### src/rtl/spi_line_prefetch_pkg.sv
// rtl/spi_line_prefetch_pkg.sv - shared state encodings and opcode for the SPI line prefetcher
package spi_line_prefetch_pkg;

    typedef enum logic [2:0] {
        ST_IDLE = 3'd0,
        ST_CMD  = 3'd1,
        ST_ADDR = 3'd2,
        ST_DATA = 3'd3,
        ST_GAP  = 3'd4
    } spi_state_e;

    localparam logic [7:0] SPI_CMD_READ = 8'h03;

    function automatic logic in_transfer(input spi_state_e s);
        return (s == ST_CMD) || (s == ST_ADDR) || (s == ST_DATA);
    endfunction

endpackage

### src/rtl/spi_line_prefetch_sclk_gen.sv
// rtl/spi_line_prefetch_sclk_gen.sv - SCLK divider with rise/fall strobes on the driving clk edge
module spi_line_prefetch_sclk_gen #(
    parameter int SCLK_DIV = 1
) (
    input  logic clk,
    input  logic reset_n,
    input  logic i_en,
    output logic o_sclk,
    output logic o_rise_evt,
    output logic o_fall_evt
);

    localparam int CNT_W = (SCLK_DIV > 1) ? $clog2(SCLK_DIV) : 1;
    localparam logic [CNT_W-1:0] CNT_LAST = CNT_W'(SCLK_DIV - 1);

    logic [CNT_W-1:0] r_cnt;
    logic             r_sclk;
    logic             w_half_done;

    // Strobes mark the clk edge that will flip sclk, so users act on that same edge.
    assign w_half_done = i_en && (r_cnt == CNT_LAST);
    assign o_rise_evt  = w_half_done && !r_sclk;
    assign o_fall_evt  = w_half_done && r_sclk;
    assign o_sclk      = r_sclk;

    always_ff @(posedge clk or negedge reset_n) begin
        if (!reset_n) begin
            r_cnt  <= '0;
            r_sclk <= 1'b0;
        end else if (!i_en) begin
            r_cnt  <= '0;
            r_sclk <= 1'b0;
        end else if (w_half_done) begin
            r_cnt  <= '0;
            r_sclk <= !r_sclk;
        end else begin
            r_cnt  <= r_cnt + 1'b1;
        end
    end

endmodule

### src/rtl/spi_line_prefetch.sv
// rtl/spi_line_prefetch.sv - double-buffered SPI flash line fetcher feeding a pixel shifter
module spi_line_prefetch
    import spi_line_prefetch_pkg::*;
#(
    parameter int         DATA_BITS = 128,
    parameter int         ADDR_W    = 24,
    parameter logic [7:0] CMD       = SPI_CMD_READ,
    parameter int         SCLK_DIV  = 1,
    parameter int         CS_GAP    = 2
) (
    input  logic              clk,
    input  logic              reset_n,
    input  logic              fetch_start,
    input  logic [ADDR_W-1:0] fetch_addr,
    output logic              fetch_busy,
    output logic              fetch_done,
    input  logic              buf_swap,
    output logic              underrun,
    input  logic              pix_shift,
    output logic              pix_data,
    output logic              spi_cs,
    output logic              spi_sclk,
    output logic              spi_mosi,
    input  logic              spi_miso
);

    localparam int TX_W     = 8 + ADDR_W;
    localparam int MAX_BITS = (DATA_BITS > ADDR_W) ? DATA_BITS : ADDR_W;
    localparam int BIT_W    = $clog2(MAX_BITS);
    localparam int GAP_W    = (CS_GAP > 1) ? $clog2(CS_GAP) : 1;

    spi_state_e           r_state;
    spi_state_e           w_state_nxt;
    logic [TX_W-1:0]      r_tx;
    logic [DATA_BITS-1:0] r_back;
    logic [DATA_BITS-1:0] r_front;
    logic [BIT_W-1:0]     r_bit;
    logic [GAP_W-1:0]     r_gap;
    logic                 r_cs;
    logic                 r_done;
    logic                 r_underrun;
    logic                 r_aborted;
    logic                 w_busy;
    logic                 w_xfer;
    logic                 w_swap_busy;
    logic                 w_sclk_en;
    logic                 w_accept;
    logic                 w_leave_xfer;
    logic                 w_sclk;
    logic                 w_rise;
    logic                 w_fall;

    assign w_busy       = (r_state != ST_IDLE);
    assign w_xfer       = in_transfer(r_state);
    assign w_swap_busy  = buf_swap && w_busy;
    assign w_sclk_en    = w_xfer && !w_swap_busy;
    assign w_accept     = (r_state == ST_IDLE) && fetch_start;
    assign w_leave_xfer = w_xfer && (w_state_nxt == ST_GAP);

    spi_line_prefetch_sclk_gen #(
        .SCLK_DIV (SCLK_DIV)
    ) u_sclk_gen (
        .clk        (clk),
        .reset_n    (reset_n),
        .i_en       (w_sclk_en),
        .o_sclk     (w_sclk),
        .o_rise_evt (w_rise),
        .o_fall_evt (w_fall)
    );

    // A swap during a transfer aborts it; the phase counters advance on sclk falls.
    always_comb begin
        w_state_nxt = r_state;
        case (r_state)
            ST_IDLE: if (fetch_start) w_state_nxt = ST_CMD;
            ST_CMD: begin
                if (w_swap_busy)                            w_state_nxt = ST_GAP;
                else if (w_fall && r_bit == BIT_W'(7))      w_state_nxt = ST_ADDR;
            end
            ST_ADDR: begin
                if (w_swap_busy)                            w_state_nxt = ST_GAP;
                else if (w_fall && r_bit == BIT_W'(ADDR_W - 1)) w_state_nxt = ST_DATA;
            end
            ST_DATA: begin
                if (w_swap_busy)                            w_state_nxt = ST_GAP;
                else if (w_fall && r_bit == BIT_W'(DATA_BITS - 1)) w_state_nxt = ST_GAP;
            end
            ST_GAP: if (r_gap == GAP_W'(CS_GAP - 1)) w_state_nxt = ST_IDLE;
            default: w_state_nxt = ST_IDLE;
        endcase
    end

    always_ff @(posedge clk or negedge reset_n) begin
        if (!reset_n) r_state <= ST_IDLE;
        else          r_state <= w_state_nxt;
    end

    always_ff @(posedge clk or negedge reset_n) begin
        if (!reset_n) begin
            r_tx       <= '0;
            r_back     <= '0;
            r_front    <= '0;
            r_bit      <= '0;
            r_gap      <= '0;
            r_cs       <= 1'b0;
            r_done     <= 1'b0;
            r_underrun <= 1'b0;
            r_aborted  <= 1'b0;
        end else begin
            r_done     <= 1'b0;
            r_underrun <= w_swap_busy;

            // Zero fill of the shift register keeps mosi low once the address is out.
            if (w_accept) begin
                r_tx      <= {CMD, fetch_addr};
                r_cs      <= 1'b1;
                r_aborted <= 1'b0;
            end else if (w_leave_xfer) begin
                r_tx      <= '0;
                r_cs      <= 1'b0;
            end else if (w_fall) begin
                r_tx      <= {r_tx[TX_W-2:0], 1'b0};
            end

            if (w_state_nxt != r_state) r_bit <= '0;
            else if (w_fall)            r_bit <= r_bit + 1'b1;

            if (r_state == ST_GAP && w_state_nxt == ST_GAP) r_gap <= r_gap + 1'b1;
            else                                            r_gap <= '0;

            if (w_swap_busy) r_aborted <= 1'b1;
            if (r_state == ST_GAP && w_state_nxt == ST_IDLE)
                r_done <= !(r_aborted || w_swap_busy);

            if (w_rise && r_state == ST_DATA)
                r_back <= {r_back[DATA_BITS-2:0], spi_miso};

            if (buf_swap)       r_front <= r_back;
            else if (pix_shift) r_front <= {r_front[DATA_BITS-2:0], 1'b0};
        end
    end

    assign fetch_busy = w_busy;
    assign fetch_done = r_done;
    assign underrun   = r_underrun;
    assign pix_data   = r_front[DATA_BITS-1];
    assign spi_cs     = r_cs;
    assign spi_sclk   = w_sclk;
    assign spi_mosi   = r_tx[TX_W-1];

endmodule
### config.mk
export PLATFORM = sky130hd
export DESIGN_NAME = spi_line_prefetch
export DESIGN_NICKNAME = d
export VERILOG_FILES = /design/src/rtl/spi_line_prefetch_pkg.sv /design/src/rtl/spi_line_prefetch_sclk_gen.sv /design/src/rtl/spi_line_prefetch.sv
export SDC_FILE = /design/constraint.sdc
export NUM_CORES = 1
export LEC_CHECK = 0
export ABC_AREA = 1
export ABC_CLOCK_PERIOD_IN_PS = 1700
export CORE_MARGIN = 3
export CORE_UTILIZATION = 30
export DETAILED_ROUTE_END_ITERATION = 10
export GPL_TIMING_DRIVEN = 0
export PLACE_DENSITY = 0.56
export SYNTH_ARGS = -nofsm -noshare
export SYNTH_HDL_FRONTEND = slang
export SYNTH_SLANG_ARGS = --single-unit
export TNS_END_PERCENT = 10
### constraint.sdc
create_clock -name clk -period 1.7 [get_ports clk]
set_input_delay 0.34 -clock clk [delete_from_list [all_inputs] [get_ports clk]]
set_output_delay 0.34 -clock clk [all_outputs]
set_load 0.02 [all_outputs]
==> metrics.md <==
| Metric | Value |
|---|---|
| Outcome | `finished with violations` |
| Violations in the final reports | `hold timing, setup timing` |
| Ranking of synthesized cells by area | `sky130_fd_sc_hd__dfrtp_1 61%, sky130_fd_sc_hd__a21oi_1 7.7%, sky130_fd_sc_hd__nor2_1 6.7%` |
| Routed metal-1 wire length | `14.19 mm` |
| Multi-input logic area | `4350 um^2` |
| Most common cell after layout, fill and taps aside | `sky130_fd_sc_hd__dfrtp_1` |
| Number of antenna-violating nets in the routed design | `0` |
| Topmost layer with routed signal wires | `met4` |
| Worst-case reg-to-reg path depth | `11` |
| Number of vias after detailed routing | `9683` |
| Horizontal extent of the die | `211.0 um` |
| Category of the worst setup path capture point | `primary output` |
| Number of I/O port buffers | `35` |
| Flops & latches, synth | `305` |
| Chip Height | `211.0 um` |
| Number of clock sinks seen by CTS | `305` |
| Row count | `74` |
| Via-to-Cell Ratio | `4.885` |
| Slew margin rel. | `52.62%` |
| Kind of start point of the critical path | `flop` |
| Number of antenna diodes | `0` |
| Shortest period the worst path allows | `1.786 ns` |
| Top cell type's share of synthesized area | `60.55%` |
| Largest clock skew in the final design | `0.01422 ns` |
| Global-route wire length before repair | `49.11 mm` |
| Global route overflow | `0` |
| Effective utilization at floorplan | `30.60%` |
| Area added between synthesis and finish | `21.29%` |
| Routed met3 length | `1.043 mm` |
| CTS HTree Levels | `2` |
| Post-route worst hold slack | `-0.1743 ns` |
| Tot Pwr | `18.78 mW` |
| Routed length per instance | `14.67 um` |
| Yosys synthesis warning count | `0` |
| Peak supply drop | `0.0007188 V` |
| Number of pins with negative max-slew slack in the final report | `0` |
| Number of iterations in the first detailed-routing pass | `5` |
| Startpoint of the worst-slack reg-to-reg timing path | `r_state[0]` |
| Footprint of the flip-flops and latches | `7634 um^2` |
| Top_reg_cell synth | `sky130_fd_sc_hd__dfrtp_1` |
| Pin count of the biggest net entering global routing | `112` |
| Smallest setup slack after layout | `-0.08588 ns` |
| Final TNS setup | `-1.177 ns` |
| R2r setup slk | `-0.08 ns` |
| Crit path DAT | `1.45 ns` |
| Post-detail-place hpwl | `17.71 mm` |
| TritonCTS Buffers | `34` |
| Synthesized net count | `1371` |
| Gate count after technology mapping | `1340` |
| Share of flip-flops with an asynchronous set or reset after synthesis | `100.0%` |
| Clock-pin slew of the registers on the worst-case setup and hold paths | `0.06 ns` |
| Total wire length after detailed routing | `29.08 mm` |
| Setup Crit Path Kind | `flop to primary output` |
| Areal power density over the cells | `1228 nW/um^2` |
| Area leader, netlist | `sky130_fd_sc_hd__dfrtp_1` |
| Detailed route wirelength on metal2 | `13.31 mm` |
| Required @ worst endpoint | `1.36 ns` |
| Filler cells | `4068` |
| Avg Inst Size Synth | `9.407 um^2` |
| Post-synthesis cell area | `12610 um^2` |
| Final cycle utilization of the critical path | `105.1%` |
| GPL Wtd Cong | `0.7523` |
| Top fanout value on the critical path | `5` |
| Final-report setup violation count | `29` |
| Io pins | `37` |
| Worst-skew pair later-pin latency | `0.50 ns` |
| Number of global-route vias before repair | `9786` |
| Max Clock Freq | `0.5599 GHz` |
| Worst Tran Pin Value | `0.7107 ns` |
| Root buffer cell | `sky130_fd_sc_hd__clkbuf_16` |
| Share of cells above drive strength 1 | `15.93%` |
| Iteration-0 DRC Markers | `629` |
| DRC violations left | `0` |
| RSZ-0062 raised after global routing | `true` |
| Seq/Total Area, Yosys | `60.55%` |
| Leakage power total | `6.987 nW` |
| Pre-CTS setup slack | `-0.8370 ns` |
| TritonCTS clock tree | `yes` |
| Highest-count cells in the layout ignoring fill and taps | `304 x sky130_fd_sc_hd__dfrtp_1, 222 x sky130_fd_sc_hd__nor2_1, 182 x sky130_fd_sc_hd__a21oi_1` |
| Worst min path class | `input port to asynchronous set/reset pin` |
| Number of different library cells in the post-synthesis netlist | `39` |
| Global-route total usage across every layer | `12.99%` |
| Total die area | `44510 um^2` |
| Maximum clock path buffer count | `3` |
| # nets final | `1458` |
| Worst reg2reg endpoint | `r_tx[4]` |
| Number of flops mapped to enable cells by yosys | `0` |
| Floorplan Core Area | `41200 um^2` |
| Initial antenna violation count | `0` |
| Final Hold Violating Endpoints | `88` |
| Count of maximum capacitance violations | `0` |
how the worst max path moves through the flow:
stage	start	to	slack [ns]	cells after the start
floorplan	r_state[2]	r_tx[15]	0.11	11
finish	r_state[0]	fetch_busy	-0.09	5
global route	r_state[0]	r_tx[4]	-0.16	11
detailed placement	buf_swap	r_front[31]	-0.84	7
CTS	r_state[1]	fetch_busy	-0.22	5
global placement	reset_n	r_front[25]	-13.15	1
routing by layer:
metal | vias up | global-route usage [%]
li1 | 4700 | -
met1 | 4787 | 18.43
met2 | 153 | 21.11
met3 | 43 | 1.960
met4 | 0 | 3.118
met5 | - | 0
cell usage after synthesis (2+ instances only):
cell	count
sky130_fd_sc_hd__nand2_4	4
sky130_fd_sc_hd__o21ai_2	26
sky130_fd_sc_hd__o22ai_1	128
sky130_fd_sc_hd__inv_2	23
sky130_fd_sc_hd__buf_1	10
sky130_fd_sc_hd__a21oi_1	193
sky130_fd_sc_hd__o21ai_1	11
sky130_fd_sc_hd__a31oi_1	3
sky130_fd_sc_hd__nand2_1	115
sky130_fd_sc_hd__o21ai_0	76
sky130_fd_sc_hd__clkbuf_1	63
sky130_fd_sc_hd__nand4_1	4
sky130_fd_sc_hd__mux2_1	2
sky130_fd_sc_hd__inv_1	82
sky130_fd_sc_hd__nor2_1	225
sky130_fd_sc_hd__xor2_1	3
sky130_fd_sc_hd__nand2_2	3
sky130_fd_sc_hd__nor3_1	2
sky130_fd_sc_hd__or2_2	2
sky130_fd_sc_hd__buf_6	4
sky130_fd_sc_hd__a211oi_1	2
sky130_fd_sc_hd__nor2_2	10
sky130_fd_sc_hd__nand3_1	13
sky130_fd_sc_hd__buf_2	17
sky130_fd_sc_hd__dfrtp_1	305
sequential cells by signal, summed over array words and instances, names as in the netlist:
name               count
spi_cs                 1
r_tx                  32
r_gap                  1
u_sclk_gen.o_sclk      1
r_back               128
fetch_done             1
underrun               1
u_sclk_gen.r_cnt       1
r_front              128
r_state                3
r_bit                  7
r_aborted              1
where the power goes:
part,internal (mW),leakage [nW],switching (mW),total (mW)
registers,7.89,3.50,0.383,8.28
logic,1.23,2.91,1.80,3.04
clock network,4.62,0.575,2.85,7.47
total,13.7,6.99,5.04,18.8
final cells by class:
class	count	share of cell area, %
clock inverters	4	0.2946
multi-input cells	837	28.45
repair buffers	50	3.404
inverters	105	2.627
flip-flops and latches	305	49.93
plain buffers	94	3.658
well taps	532	4.354
clock buffers	55	7.283
critical path, cell delays in order (launching register included):
cell and delay (ns):
sky130_fd_sc_hd__dfrtp_1 0.40, sky130_fd_sc_hd__inv_2 0.11, sky130_fd_sc_hd__nand2_4 0.09, sky130_fd_sc_hd__nor2_4 0.18
sky130_fd_sc_hd__inv_2 0.05, sky130_fd_sc_hd__buf_6 0.12
repair_timing:
action | CTS | global route
hold endpoints to repair | 88 | 88
gates cloned | 0 | 2
setup endpoints to repair | 286 | 270
gates resized for setup | 70 | 81
buffers inserted | 2 | 10
pin swaps | 0 | 10
cells by family after synthesis:
group / Yosys count / synth area share [%]
AOI/OAI and AO/OA: 441 / 19.68
xor gates and xnor gates: 4 / 0.2780
adders and majority gates: 1 / 0.09924
buffers and inverters: 199 / 6.333
DFF: 305 / 60.55
muxes: 3 / 0.2581
other: 1 / 0.02975
and+or+nand+nor: 386 / 12.77
per-stage QoR:
stage,cell area [um^2],instances,utilization [%]
2_1_floorplan,12610,1340,-
3_3_place_gp,13620,1907,33.06
3_5_place_dp,13680,1909,33.21
4_1_cts,14980,1970,36.36
5_1_grt,15290,1982,37.11
6_report,15290,1982,37.11
Note: power is estimated with default switching activity, not from simulation.
